<file path="src/rtl/piso_serializer_if.sv">
// Parallel-word handshake plus registered serial output bundle for piso_serializer.
// master = word source / serial consumer side, slave = the serializer itself.
interface piso_serializer_if #(
  parameter int WIDTH = 8
);
  logic [WIDTH-1:0] din;
  logic             din_valid;
  logic             din_ready;
  logic             dout;
  logic             load;
  logic             done;

  modport master (
    output din,
    output din_valid,
    input  din_ready,
    input  dout,
    input  load,
    input  done
  );

  modport slave (
    input  din,
    input  din_valid,
    output din_ready,
    output dout,
    output load,
    output done
  );
endinterface

</file>
<file path="src/rtl/piso_serializer.sv">
// LSB-first parallel-to-serial converter; bit 0 of a word appears one cycle after accept.
// One-word hold buffer keeps load gapless; din_ready drops while the hold buffer is occupied.
module piso_serializer #(
  parameter int WIDTH = 8,
  parameter int CNT_W = $clog2(WIDTH)
) (
  input logic              clk,
  input logic              rst,
  piso_serializer_if.slave bus
);

  typedef enum logic {
    ST_IDLE  = 1'b0,
    ST_SHIFT = 1'b1
  } state_t;

  localparam logic [CNT_W-1:0] LAST_CNT = CNT_W'(WIDTH - 1);

  state_t           r_state;
  state_t           w_state_nxt;
  logic [WIDTH-1:0] r_sreg;
  logic [WIDTH-1:0] w_sreg_nxt;
  logic [WIDTH-1:0] r_hold;
  logic [WIDTH-1:0] w_hold_nxt;
  logic             r_hold_full;
  logic             w_hold_full_nxt;
  logic [CNT_W-1:0] r_cnt;
  logic [CNT_W-1:0] w_cnt_nxt;
  logic             r_dout;
  logic             w_dout_nxt;
  logic             r_load;
  logic             w_load_nxt;
  logic             r_done;
  logic             w_done_nxt;

  logic             w_din_ready;
  logic             w_accept;
  logic             w_last;

  // rst gates ready combinationally so nothing is accepted while reset is held
  assign w_din_ready = !r_hold_full && !rst;
  assign w_accept    = bus.din_valid && w_din_ready;
  assign w_last      = (r_cnt == LAST_CNT);

  always_comb begin
    w_state_nxt     = r_state;
    w_sreg_nxt      = r_sreg;
    w_hold_nxt      = r_hold;
    w_hold_full_nxt = r_hold_full;
    w_cnt_nxt       = r_cnt;
    w_dout_nxt      = 1'b0;
    w_load_nxt      = 1'b0;
    w_done_nxt      = 1'b0;

    case (r_state)
      ST_IDLE: begin
        if (w_accept) begin
          w_sreg_nxt  = bus.din;
          w_cnt_nxt   = '0;
          w_state_nxt = ST_SHIFT;
        end
      end

      ST_SHIFT: begin
        w_dout_nxt = r_sreg[0];
        w_load_nxt = 1'b1;
        w_sreg_nxt = r_sreg >> 1;
        w_cnt_nxt  = r_cnt + CNT_W'(1);

        if (w_last) begin
          w_done_nxt = 1'b1;
          // next word: held word first, then a same-cycle bypass, else go idle
          if (r_hold_full) begin
            w_sreg_nxt      = r_hold;
            w_hold_full_nxt = 1'b0;
            w_cnt_nxt       = '0;
          end else if (w_accept) begin
            w_sreg_nxt = bus.din;
            w_cnt_nxt  = '0;
          end else begin
            w_state_nxt = ST_IDLE;
          end
        end else if (w_accept) begin
          w_hold_nxt      = bus.din;
          w_hold_full_nxt = 1'b1;
        end
      end

      default: begin
        w_state_nxt = ST_IDLE;
      end
    endcase
  end

  always_ff @(posedge clk or posedge rst) begin
    if (rst) begin
      r_state     <= ST_IDLE;
      r_sreg      <= '0;
      r_hold      <= '0;
      r_hold_full <= 1'b0;
      r_cnt       <= '0;
      r_dout      <= 1'b0;
      r_load      <= 1'b0;
      r_done      <= 1'b0;
    end else begin
      r_state     <= w_state_nxt;
      r_sreg      <= w_sreg_nxt;
      r_hold      <= w_hold_nxt;
      r_hold_full <= w_hold_full_nxt;
      r_cnt       <= w_cnt_nxt;
      r_dout      <= w_dout_nxt;
      r_load      <= w_load_nxt;
      r_done      <= w_done_nxt;
    end
  end

  assign bus.din_ready = w_din_ready;
  assign bus.dout      = r_dout;
  assign bus.load      = r_load;
  assign bus.done      = r_done;

endmodule

</file>
<file path="src/flat_wrapper.sv">
// flat-port wrapper written by rule: the top's interface ports become plain ports
module piso_serializer_flat 
#(
  parameter int WIDTH = 8,
  parameter int CNT_W = $clog2(WIDTH)
)
  (clk, rst, bus_din, bus_din_valid, bus_din_ready, bus_dout, bus_load, bus_done);
  piso_serializer_if #(.WIDTH(WIDTH)) bus_i ();
  input logic clk;
  input logic rst;
  input wire logic [$bits(bus_i.din)-1:0] bus_din;
  input wire logic [$bits(bus_i.din_valid)-1:0] bus_din_valid;
  output wire logic [$bits(bus_i.din_ready)-1:0] bus_din_ready;
  output wire logic [$bits(bus_i.dout)-1:0] bus_dout;
  output wire logic [$bits(bus_i.load)-1:0] bus_load;
  output wire logic [$bits(bus_i.done)-1:0] bus_done;
  assign bus_i.din = bus_din;
  assign bus_i.din_valid = bus_din_valid;
  assign bus_din_ready = bus_i.din_ready;
  assign bus_dout = bus_i.dout;
  assign bus_load = bus_i.load;
  assign bus_done = bus_i.done;
  piso_serializer #(.WIDTH(WIDTH), .CNT_W(CNT_W)) u_core (.clk(clk), .rst(rst), .bus(bus_i));
endmodule
</file>
<file path="config.mk">
export PLATFORM = sky130hd
export DESIGN_NAME = piso_serializer_flat
export DESIGN_NICKNAME = d
export VERILOG_FILES = /design/src/rtl/piso_serializer_if.sv /design/src/rtl/piso_serializer.sv /design/src/flat_wrapper.sv
export SDC_FILE = /design/constraint.sdc
export NUM_CORES = 1
export LEC_CHECK = 0
export ABC_AREA = 1
export CAP_MARGIN = 20
export CELL_PAD_IN_SITES_DETAIL_PLACEMENT = 1
export CELL_PAD_IN_SITES_GLOBAL_PLACEMENT = 1
export CORE_UTILIZATION = 43
export DETAILED_ROUTE_END_ITERATION = 8
export GPL_TIMING_DRIVEN = 0
export HOLD_SLACK_MARGIN = 0.15
export PLACE_DENSITY_LB_ADDON = 0.1
export SYNTH_ARGS = -nofsm -noshare
export SYNTH_HDL_FRONTEND = slang
export SYNTH_SLANG_ARGS = --single-unit
</file>
<file path="constraint.sdc">
create_clock -name clk -period 4.65 [get_ports clk]
set_clock_uncertainty 0.1 [all_clocks]
set_input_delay 0.93 -clock clk [delete_from_list [all_inputs] [get_ports clk]]
set_output_delay 0.93 -clock clk [all_outputs]
set_load 0.03 [all_outputs]
</file>
Word-level counts from Yosys, hierarchy flattened --
Index checks and enable logic that the tools add are counted.
Word-level totals: flip-flop bits (word level) 24, latch bits 0, bits in writable memories 0, bits in read-only memories 0, bits of input ports 11, output and inout port bits 4, word-level logic and storage cells 40, memories kept 0
Operators by class: $add $sub $neg 1, $mul 0, div/mod/pow operators 0, magnitude comparators 0, equality and inequality tests 2, shifts and indexed selects 0, muxes and demuxes 20, bitwise logic cells 2, reduce and logical (&&, ||, !) cells 7
Operators by type and width (count):
- $mux W8 | 4
- $pmux W8 S2 | 1
- $mux W3 | 4
- $mux W1 | 9
- $pmux W3 S2 | 1
- $add A3 B1 Y3 const B | 1
- $eq A3 B3 Y1 const B | 1
- $reduce_and A3 Y1 | 1
- $logic_and A1 B1 Y1 | 2
- $logic_not A1 Y1 | 2
- $ne A2 B1 Y1 const B | 1
- $not A1 Y1 | 2
- $pmux W1 S2 | 1
- $reduce_and A2 Y1 | 1
- $reduce_bool A2 Y1 | 1

Depth between registers and ports, before layout --
depth in word-level cells 7, gate-level depth with buffers 8, depth with buffers taken out 8

Worst setup path before layout --
No wires, ideal clock.
path type in2out, from in rst, to out bus_din_ready, arrival time 1.181 ns, data required time 3.620 ns, path slack 2.439 ns, cell stages on the path 1, path buffers 0, cells stage by stage nor2_4
On the way: word-level cells in the longest chain between the ends 2
RTL lines:
- start: declaration | RTL line flat_wrapper.sv:10 | input logic rst;
- $logic_not A1 Y1 | RTL line piso_serializer.sv:41 | assign w_din_ready = !r_hold_full && !rst;
- $logic_and A1 B1 Y1 | RTL line piso_serializer.sv:41
- end: declaration | RTL line flat_wrapper.sv:13 | output wire logic [$bits(bus_i.din_ready)-1:0] bus_din_ready;
No other way between the ends.

Worst setup path in the final report --
Ends and elaborated chain as after synthesis.

==> flow_summary.yaml <==
synth:
  synth-edff-count: 0
  yosysTopAreaCellShare: 0.503
  synthCells: 144
  synth_most_common_cell: "nand2_1"
  yosys.area.top_type: "dfrtp_1"
  ys_seq_elements: 24
  async_reset_ff_frac: 1.00
  synth_fp_nets: 157
  synth_cell_types: 18
  yosys-top-cells-count: "nand2_1 (38), nand3_1 (25), dfrtp_1 (24), inv_1 (17), nor2_1 (15)"
  synth_area_leaders: "dfrtp_1 (50%), nand2_1 (12%), nand3_1 (10%)"
  synth_top_flop_cell: "dfrtp_1"
  syn_area_um2: 1190
  syn_avg_cell_area_um2: 8.30
  ys_seq_area_frac: 0.503
  ys_warn_count: 0
worst_setup_path:
  crit_type: "in2out"
  critical_path.endpoint_type: "primary output"
  crit_fanout: 5
  critical_path_required_ns: 3.62
  start_kind: "input pin"
  ff2ff_path_depth: 8
  arrival_ns: 2.28
timing:
  period_share: 0.713
  setup_viol: 0
  layout_min_cycle_time_ns: 3.31
  final-max-slew-violation-count: 0
  hold_viol: 0
  max_freq_ghz: 0.302
  fin_setup_tns_ns: 0
  max_slew_margin: 0.391
  rsz0062_at_grt: "no"
  tightest_slew_ns: 0.912
min_path:
  min_path_cells: 0
  hp-class: "reg2reg"
die:
  dieArea_um2: 2990
  die_h_um: 54.7
  rows: 18
  die_w_um: 54.7
  core_um2: 2540
  io_pins: 15
  start_util: 0.470
drt:
  drtIter0Drc: 7
  dr.pass1.iters: 2
  vias: 976
  drt-total-wl_mm: 2.51
  wl_per_cell_um: 13.1
  ant_nets: 0
  drc_errors: 0
  viasPerCell: 5.08
cts:
  clock_path_buffers: 2
  clock-sinks: 24
  clkTransAtPathRegs_ns: 0.14
  cts_setup_buffers: 0
  cts_resized: 0
  cts-buffers-inserted: 3
  cts_tree: "done"
  hold_buffers: 0
  clockRootBuffer: "clkbuf_4"
  clk-insertion-delay-late_ns: 0.32
  cts_max_level: 1
grt:
  grt_first_pass_wirelength_mm: 4.32
  track_usage: 0.208
  grt_max_degree: 25
  grt-ovfl-total: 0
  antenna_found_initial: 0
  grt_pass1_vias: 1033
pwr:
  power_leakage_nw: 0.776
  power_density_nw_per_um2: 577
  peakVddDrop_v: 0.000350
  total_power_mw: 0.822
run_status:
  outcome: "finished clean"
final_layout:
  nNetsFinal: 176
  insertedDiodeCount: 0
  post-route-util: 0.560
  n_fill_cell: 319
  fin_area_um2: 1430
  area_delta_synth_final_pct: 19.3
  final-seq-area_um2: 601
  multiInputGateArea_um2: 498
  drive_gt1_frac: 0.130
place:
  numPortBuffers: 14
  dpl.hpwl_mm: 1.94
  gp_congestion: 0.728
  place_area_um2: 1370
job:
  cap_violations: 0
## cell families (layout without fill, tap and decap cells)
family                     Yosys count  in the layout  synth area share
AOI/OAI and AO/OA                   12             12            0.0764
adders and majority gates            2              2            0.0209
buffers and inverters               22             40            0.0806
DFF                                 24             24             0.503
and+or+nand+nor                     84             84             0.319
## final timing paths
check,from,endpoint,slack (ns)
worst max-delay path,rst,bus_din_ready,1.34
worst min-delay path,u_core.r_state,u_core.bus.load,0.29
worst max register to register,u_core.r_cnt[0],u_core.r_sreg[1],2.89
worst min register to register,u_core.r_state,u_core.bus.load,0.29
max in group asynchronous,rst,u_core.r_hold[0],2.80
min in group asynchronous,rst,u_core.r_sreg[7],1.09
## routing by layer
layer  global-route usage  routed length (um)
met1                0.229                1080
met2                0.396                1330
met3               0.0333                  69
met4               0.0641                  31
met5                    0                   0
## cell type report
| type | count | area share |
|---|---|---|
| plain buffers | 5 | 0.0228 |
| clock buffers | 3 | 0.0158 |
| clock inverters | 1 | 0.0211 |
| inverters | 17 | 0.0448 |
| multi-input cells | 98 | 0.349 |
| flip-flops and latches | 24 | 0.421 |
| well taps | 30 | 0.0263 |
| repair buffers | 14 | 0.0983 |
## flip-flops by register name (all words and copies together) (netlist names)
name / cells
u_core.r_hold: 8
u_core.r_sreg: 8
u_core.r_cnt: 3
u_core.bus.done: 1
u_core.bus.dout: 1
u_core.bus.load: 1
u_core.r_hold_full: 1
u_core.r_state: 1
## critical path, cell delays in order
cell and delay (ns):
clkdlybuf4s50_1 0.46, nor2_4 0.20, clkdlybuf4s50_1 0.69
## power by group
| part | total [mW] | internal [mW] | switching [mW] |
|---|---|---|---|
| Combinational | 0.321 | 0.123 | 0.199 |
| Sequential | 0.350 | 0.294 | 0.0555 |
| Clock | 0.151 | 0.0872 | 0.0639 |
## per-stage QoR
stage | cells | worst slack (ns) | hold WS (ns)
2_1_floorplan | 144 | 2.44 | 0.249
3_3_place_gp | 188 | 1.34 | 0.256
3_5_place_dp | 188 | 1.32 | 0.264
4_1_cts | 192 | 1.32 | 0.296
5_1_grt | 192 | 1.27 | 0.302
6_report | 192 | 1.34 | 0.294
## cells in the final DEF (no fill, tap or decap)
cell             count
dfrtp_1             24
nand2_2              1
nor2_1              15
clkdlybuf4s50_1     14
buf_2                2
buf_4                1
nand4_1              1
o21ai_2              8
a21oi_1              1
inv_1               17
bufinv_16            1
ha_1                 2
a31oi_1              1
buf_6                1
nand2_1             38
nor2_4               2
nand2_4              2
nand3_1             25
o21ai_0              2
clkbuf_4             3
buf_1                1
Power figures use the tool's default switching activity.
